==> src/rtl/dmem_port_arbiter_pkg.sv <==
// Shared types for the data-memory port arbiter: FSM state encoding,
// byte-enable constants and the counter width used for aging and burst length.
package dmem_port_arbiter_pkg;

    typedef enum logic [1:0] {
        S_CPU   = 2'd0,
        S_DMA   = 2'd1,
        S_YIELD = 2'd2
    } arb_state_e;

    localparam logic [3:0] BYTEEN_NONE = 4'b0000;

    // Wide enough for MAX_WAIT up to 255 and BURST_MAX up to 15.
    localparam int CNT_W = 8;

    function automatic logic is_read(input logic [3:0] byteen);
        return byteen == BYTEEN_NONE;
    endfunction

endpackage

==> src/rtl/dmem_port_arbiter_age_counter.sv <==
// Saturating up-counter with synchronous clear; shared by the DMA aging
// counter (wait_cnt) and the burst beat counter (beat_cnt).
module arb_age_counter
    import dmem_port_arbiter_pkg::*;
#(
    parameter int W   = CNT_W,
    parameter int MAX = 8
) (
    input  logic clk,
    input  logic rst_n,
    input  logic clr_i,
    input  logic inc_i,
    output logic sat_o,
    output logic last_o
);

    localparam logic [W-1:0] MAX_C  = W'(MAX);
    localparam logic [W-1:0] LAST_C = W'(MAX - 1);

    logic [W-1:0] cnt_q;
    logic [W-1:0] cnt_d;

    assign sat_o  = (cnt_q == MAX_C);
    assign last_o = (cnt_q == LAST_C);

    always_comb begin
        cnt_d = cnt_q;
        if (clr_i) begin
            cnt_d = '0;
        end else if (inc_i && !sat_o) begin
            cnt_d = cnt_q + W'(1);
        end
    end

    always_ff @(posedge clk or negedge rst_n) begin
        if (!rst_n) begin
            cnt_q <= '0;
        end else begin
            cnt_q <= cnt_d;
        end
    end

endmodule

==> src/rtl/dmem_port_arbiter.sv <==
// Data-memory port arbiter between the M stage (priority) and a DMA/debug master,
// with aging-forced DMA bursts of bounded length.
//
//  state   | meaning
//  S_CPU   | CPU owns the port; DMA only gets idle slots, aging counts stalled DMA cycles
//  S_DMA   | DMA burst in progress; CPU requests are stalled
//  S_YIELD | one CPU-priority cycle after a burst, aging disabled
module dmem_port_arbiter
    import dmem_port_arbiter_pkg::*;
#(
    parameter int MAX_WAIT  = 8,
    parameter int BURST_MAX = 4
) (
    input  logic        clk,
    input  logic        reset,
    input  logic        cpu_req,
    input  logic [31:0] cpu_addr,
    input  logic [31:0] cpu_wdata,
    input  logic [3:0]  cpu_byteen,
    output logic [31:0] cpu_rdata,
    output logic        cpu_stall,
    input  logic        dma_req,
    input  logic [31:0] dma_addr,
    input  logic [31:0] dma_wdata,
    input  logic [3:0]  dma_byteen,
    output logic        dma_gnt,
    output logic        dma_rvalid,
    output logic [31:0] dma_rdata,
    output logic [31:0] m_data_addr,
    output logic [31:0] m_data_wdata,
    output logic [3:0]  m_data_byteen,
    input  logic [31:0] m_data_rdata
);

    arb_state_e  state_q;
    arb_state_e  state_d;
    logic        stall_q;
    logic        rvalid_q;
    logic [31:0] rdata_q;

    logic        in_dma;
    logic        stall_raw;
    logic        wr_block;
    logic        gnt_raw;
    logic        gnt_read;
    logic        to_dma;
    logic        burst_done;

    logic        wait_clr;
    logic        wait_inc;
    logic        wait_sat;
    logic        wait_last;
    logic        beat_clr;
    logic        beat_inc;
    logic        beat_sat;
    logic        beat_last;

    assign in_dma    = (state_q == S_DMA);
    assign stall_raw = in_dma && cpu_req;

    // A write beat must not land in the same cycle the CPU is being released.
    assign wr_block  = !is_read(dma_byteen) && stall_q && !stall_raw;
    assign gnt_raw   = dma_req && !wr_block && (in_dma || !cpu_req);
    assign gnt_read  = gnt_raw && is_read(dma_byteen);

    assign wait_inc   = (state_q == S_CPU) && cpu_req && dma_req;
    assign to_dma     = wait_inc && (wait_last || wait_sat);
    assign wait_clr   = !wait_inc || to_dma;

    assign beat_inc   = in_dma && gnt_raw;
    assign beat_clr   = !in_dma;
    assign burst_done = beat_inc && (beat_last || beat_sat);

    arb_age_counter #(
        .W   (CNT_W),
        .MAX (MAX_WAIT)
    ) u_wait_cnt (
        .clk    (clk),
        .rst_n  (reset),
        .clr_i  (wait_clr),
        .inc_i  (wait_inc),
        .sat_o  (wait_sat),
        .last_o (wait_last)
    );

    arb_age_counter #(
        .W   (CNT_W),
        .MAX (BURST_MAX)
    ) u_beat_cnt (
        .clk    (clk),
        .rst_n  (reset),
        .clr_i  (beat_clr),
        .inc_i  (beat_inc),
        .sat_o  (beat_sat),
        .last_o (beat_last)
    );

    always_comb begin
        state_d = state_q;
        case (state_q)
            S_CPU: begin
                if (to_dma) begin
                    state_d = S_DMA;
                end
            end
            S_DMA: begin
                if (!dma_req || burst_done) begin
                    state_d = S_YIELD;
                end
            end
            S_YIELD: begin
                state_d = S_CPU;
            end
            default: begin
                state_d = S_CPU;
            end
        endcase
    end

    always_ff @(posedge clk or negedge reset) begin
        if (!reset) begin
            state_q  <= S_CPU;
            stall_q  <= 1'b0;
            rvalid_q <= 1'b0;
            rdata_q  <= '0;
        end else begin
            state_q  <= state_d;
            stall_q  <= stall_raw;
            rvalid_q <= gnt_read;
            if (gnt_read) begin
                rdata_q <= m_data_rdata;
            end
        end
    end

    // Reset also forces the combinational outputs low so nothing reaches memory while held.
    always_comb begin
        m_data_addr   = '0;
        m_data_wdata  = '0;
        m_data_byteen = BYTEEN_NONE;
        if (reset) begin
            if (gnt_raw) begin
                m_data_addr   = dma_addr;
                m_data_wdata  = dma_wdata;
                m_data_byteen = dma_byteen;
            end else if (!in_dma && cpu_req) begin
                m_data_addr   = cpu_addr;
                m_data_wdata  = cpu_wdata;
                m_data_byteen = cpu_byteen;
            end
        end
    end

    assign cpu_rdata  = (reset && !in_dma && !gnt_raw) ? m_data_rdata : '0;
    assign cpu_stall  = reset && stall_raw;
    assign dma_gnt    = reset && gnt_raw;
    assign dma_rvalid = rvalid_q;
    assign dma_rdata  = rdata_q;

endmodule
==> config.mk <==
export PLATFORM = sky130hd
export DESIGN_NAME = dmem_port_arbiter
export DESIGN_NICKNAME = d
export VERILOG_FILES = /design/src/rtl/dmem_port_arbiter_pkg.sv /design/src/rtl/dmem_port_arbiter_age_counter.sv /design/src/rtl/dmem_port_arbiter.sv
export SDC_FILE = /design/constraint.sdc
export NUM_CORES = 1
export LEC_CHECK = 0
export CORE_AREA = 4 4 116 118
export CTS_BUF_LIST = sky130_fd_sc_hd__clkbuf_4 sky130_fd_sc_hd__clkbuf_8 sky130_fd_sc_hd__clkbuf_16
export CTS_CLUSTER_SIZE = 25
export DETAILED_ROUTE_END_ITERATION = 6
export DIE_AREA = 0 0 120 122
export GPL_TIMING_DRIVEN = 0
export PLACE_DENSITY = 0.78
export SYNTH_ARGS = -nofsm -noshare
export SYNTH_HDL_FRONTEND = slang
export SYNTH_SLANG_ARGS = --single-unit
==> constraint.sdc <==
create_clock -name clk -period 1.9 [get_ports clk]
set_clock_uncertainty 0.05 [all_clocks]
set_input_delay 0.19 -clock clk [delete_from_list [all_inputs] [get_ports clk]]
set_output_delay 0.19 -clock clk [all_outputs]
set_load 0.05 [all_outputs]
==> flow_metrics.tcl <==
set metrics [dict create \
    status "complete, but fails checks" \
    violations "negative setup slack" \
    synthTopCellsByArea "dfrtp_1 41%, a22o_1 19%, mux2_2 11%" \
    drtPass1Iterations 4 \
    gp_congestion 0.862 \
    irDropWorstVdd_mv 0.604 \
    cts.sinks 52 \
    viasPerCell 4.82 \
    timing.fmax_ghz 0.468 \
    finalNetCount 812 \
    grt_start_max_net_pins 38 \
    placementRows 41 \
    drv_slew 0 \
    clockBufferDepth 2 \
    synth_top_area_share_pct 40.7 \
    worstHoldPathType "input pin to asynchronous set/reset pin" \
    synth_area_per_cell_um2 10.7 \
    core-area_um2 12500 \
    min_period_ns 2.14 \
    grt_pass1_vias 4293 \
    dp_hpwl_um 12600 \
    ys.flop_type "dfrtp_1" \
    end_kind "output port" \
    drt_wl_total_um 16900 \
    finalHoldViolations 0 \
    critPathKind "register to output port" \
    synth_edf_count 0 \
    synth_area_um2 3190 \
    area_growth_pct 138 \
    antenna_left 0 \
    synth_cell_types 41 \
    initial_core_util_pct 25.6 \
    grt_setup_unrepaired "true" \
    dp_slack_ns -1.44 \
    yosysSeqAreaShare_pct 40.7 \
    synthArstFlopShare_pct 100 \
    num_io_pins 307 \
    tritoncts "done" \
    die_area_um2 14600 \
    cp.arrival_ns 1.90 \
    clk_pin_slew_ns 0.07 \
    critPathLaunchType "register" \
    power_density_nw_per_um2 620 \
    setup_ws_ns -0.238 \
    num_vias 3899 \
    drc 0 \
    worst-slew-pin-transition_ns 0.687 \
    grt_overflow 0 \
    worst_ep_required_time_ns 1.66 \
    met2_usage_pct 39.2 \
    max-slew-margin-rel_pct 54.1 \
    yosys.area.top_type "dfrtp_1" \
    post_drt_wl_per_cell_um 20.9 \
    clock_latency_ns 0.29 \
    drt_iter0_drc 118 \
    drive_above_1_share_pct 46.7 \
    finalCritPeriodShare_pct 113 \
    syn_nets 475 \
    cts-root-buf "clkbuf_16" \
    io_buffers 305 \
    met1_usage_pct 24.3 \
    die_h_um 122 \
    drv_cap 0 \
    antenna_found_initial 2 \
    grt_pass1_wl_um 24900 \
    yosysWarnings 0 \
    tns_ns -11.62 \
    yosys_register_bits 52 \
    finalPower_w 0.00471 \
    track_usage_pct 21.8 \
    grt-busiest-layer "met2" \
    p_leak_nw 3.42 \
    syn_inst 299 \
    met3_usage_pct 7.85 \
    numCtsBuffers 5 \
    htreeDepth 2 \
    cp_max_fo 10 \
    finalSetupViolCount 83 \
    die_w_um 120 \
]
cell families after synthesis:
group / share of synthesized area (%)
mux: 11.6
buf+inv: 5.52
compound gates: 22.9
fa+ha+maj: 1.57
flops: 40.7
xor+xnor: 2.47
simple gates: 15.2
Yosys cell counts, types with 2 or more instances:
library cell	instances
inv_1	7
xor2_1	7
o21ai_0	5
a21oi_1	4
o211ai_1	3
and3_1	6
buf_8	2
mux2_2	32
xnor2_1	2
nand2b_1	3
dfrtp_1	52
and4_1	3
nor2_1	14
nor3_1	2
and2_1	33
a22o_1	68
clkbuf_1	9
buf_2	6
buf_4	5
nand2_1	5
nand3_1	4
nand3b_1	2
ha_1	4
buf_1	2
or3_1	3
where the power goes:
group,internal [W],total (W),leakage (nW),switching (W)
clock,0.000495,0.000899,0.0701,0.000404
combinational,0.00112,0.00250,2.66,0.00138
sequential,0.00124,0.00131,0.687,0.0000701
total,0.00286,0.00471,3.42,0.00185
metrics by stage:
| stage | instances | hold slack [ns] | util, % | area, µm² |
|---|---|---|---|---|
| after CTS | 805 | 0.0255 | 59.6 | 7430 |
| after floorplan | 299 | -0.156 | - | 3270 |
| after detailed placement | 777 | 0.100 | 52.6 | 6550 |
| after global routing | 809 | 0.0371 | 60.9 | 7600 |
| final | 809 | 0.0181 | 60.9 | 7600 |
| after global placement | 776 | 0.412 | 52.4 | 6540 |
registers in the layout, indices dropped and copies added, names as in the netlist:
signal            flops
state_q               2
u_wait_cnt.cnt_q      8
dma_rvalid            1
u_beat_cnt.cnt_q      8
dma_rdata            32
stall_q               1
timing repair:
action                                  4_1_cts  5_1_grt
endpoints found under the setup margin      131      109
cloned                                        4        0
hold endpoints to repair                     15        0
gates resized for setup                     839       48
setup buffers                                15        9
pin swaps                                    39        8
hold buffers                                  3        0
area by class of cell:
cell class / count / area (µm²)
tap: 172 / 215
antenna: 1 / 2.50
multi-input combinational: 215 / 2040
timing repair buffer: 334 / 3680
buffer: 21 / 199
fill: 1020 / 4870
clock buffer: 6 / 133
sequential: 52 / 1300
inverter: 7 / 26.3
clock inverter: 1 / 5.00
worst max-delay path, stage by stage, from the launching register on:
cell	delay [ns]
dfrtp_1	0.37
nand2b_4	0.09
nor2_4	0.09
and4b_1	0.22
buf_6	0.15
buf_8	0.13
buf_12	0.14
a22o_4	0.26
buf_8	0.15
metal layers:
layer  routed length [µm]  up-vias
li1                     -     1779
met1                 6010     1888
met2                 8730      201
met3                 1770       29
met4                  408        2
met5                   13        -
worst paths after layout:
| path | start | end | slack (ns) | cells after the start |
|---|---|---|---|---|
| hold / removal | reset | state_q[1]$_DFFE_PN0P_ | 0.02 | 4 |
| hold reg to reg | u_wait_cnt.cnt_q[0]$_DFFE_PN0P_ | u_wait_cnt.cnt_q[0]$_DFFE_PN0P_ | 0.44 | 1 |
| min in group clk | cpu_req | stall_q$_DFF_PN0_ | 0.20 | 2 |
| setup / recovery | stall_q$_DFF_PN0_ | m_data_wdata[12] | -0.24 | 8 |
| setup reg to reg | u_wait_cnt.cnt_q[4]$_DFFE_PN0P_ | u_wait_cnt.cnt_q[7]$_DFFE_PN0P_ | 0.20 | 4 |
| max in group asynchronous | reset | dma_rdata[7]$_DFFE_PN0P_ | 0.88 | 2 |
cell usage in the layout (no fill, tap or decap), types with 5 or more instances in the layout:
cell type          n
buf_8             52
and2_4            32
nor2_1            14
a22o_2            43
mux2_2            32
a22o_1             9
buf_2              5
buf_12             7
buf_6             69
inv_1              7
xor2_1             7
dfrtp_1           52
clkbuf_16          5
and3_1             5
a22o_4            16
clkdlybuf4s50_1  197
buf_4             18
o21ai_0            5
Power figures use the tool's default switching activity.
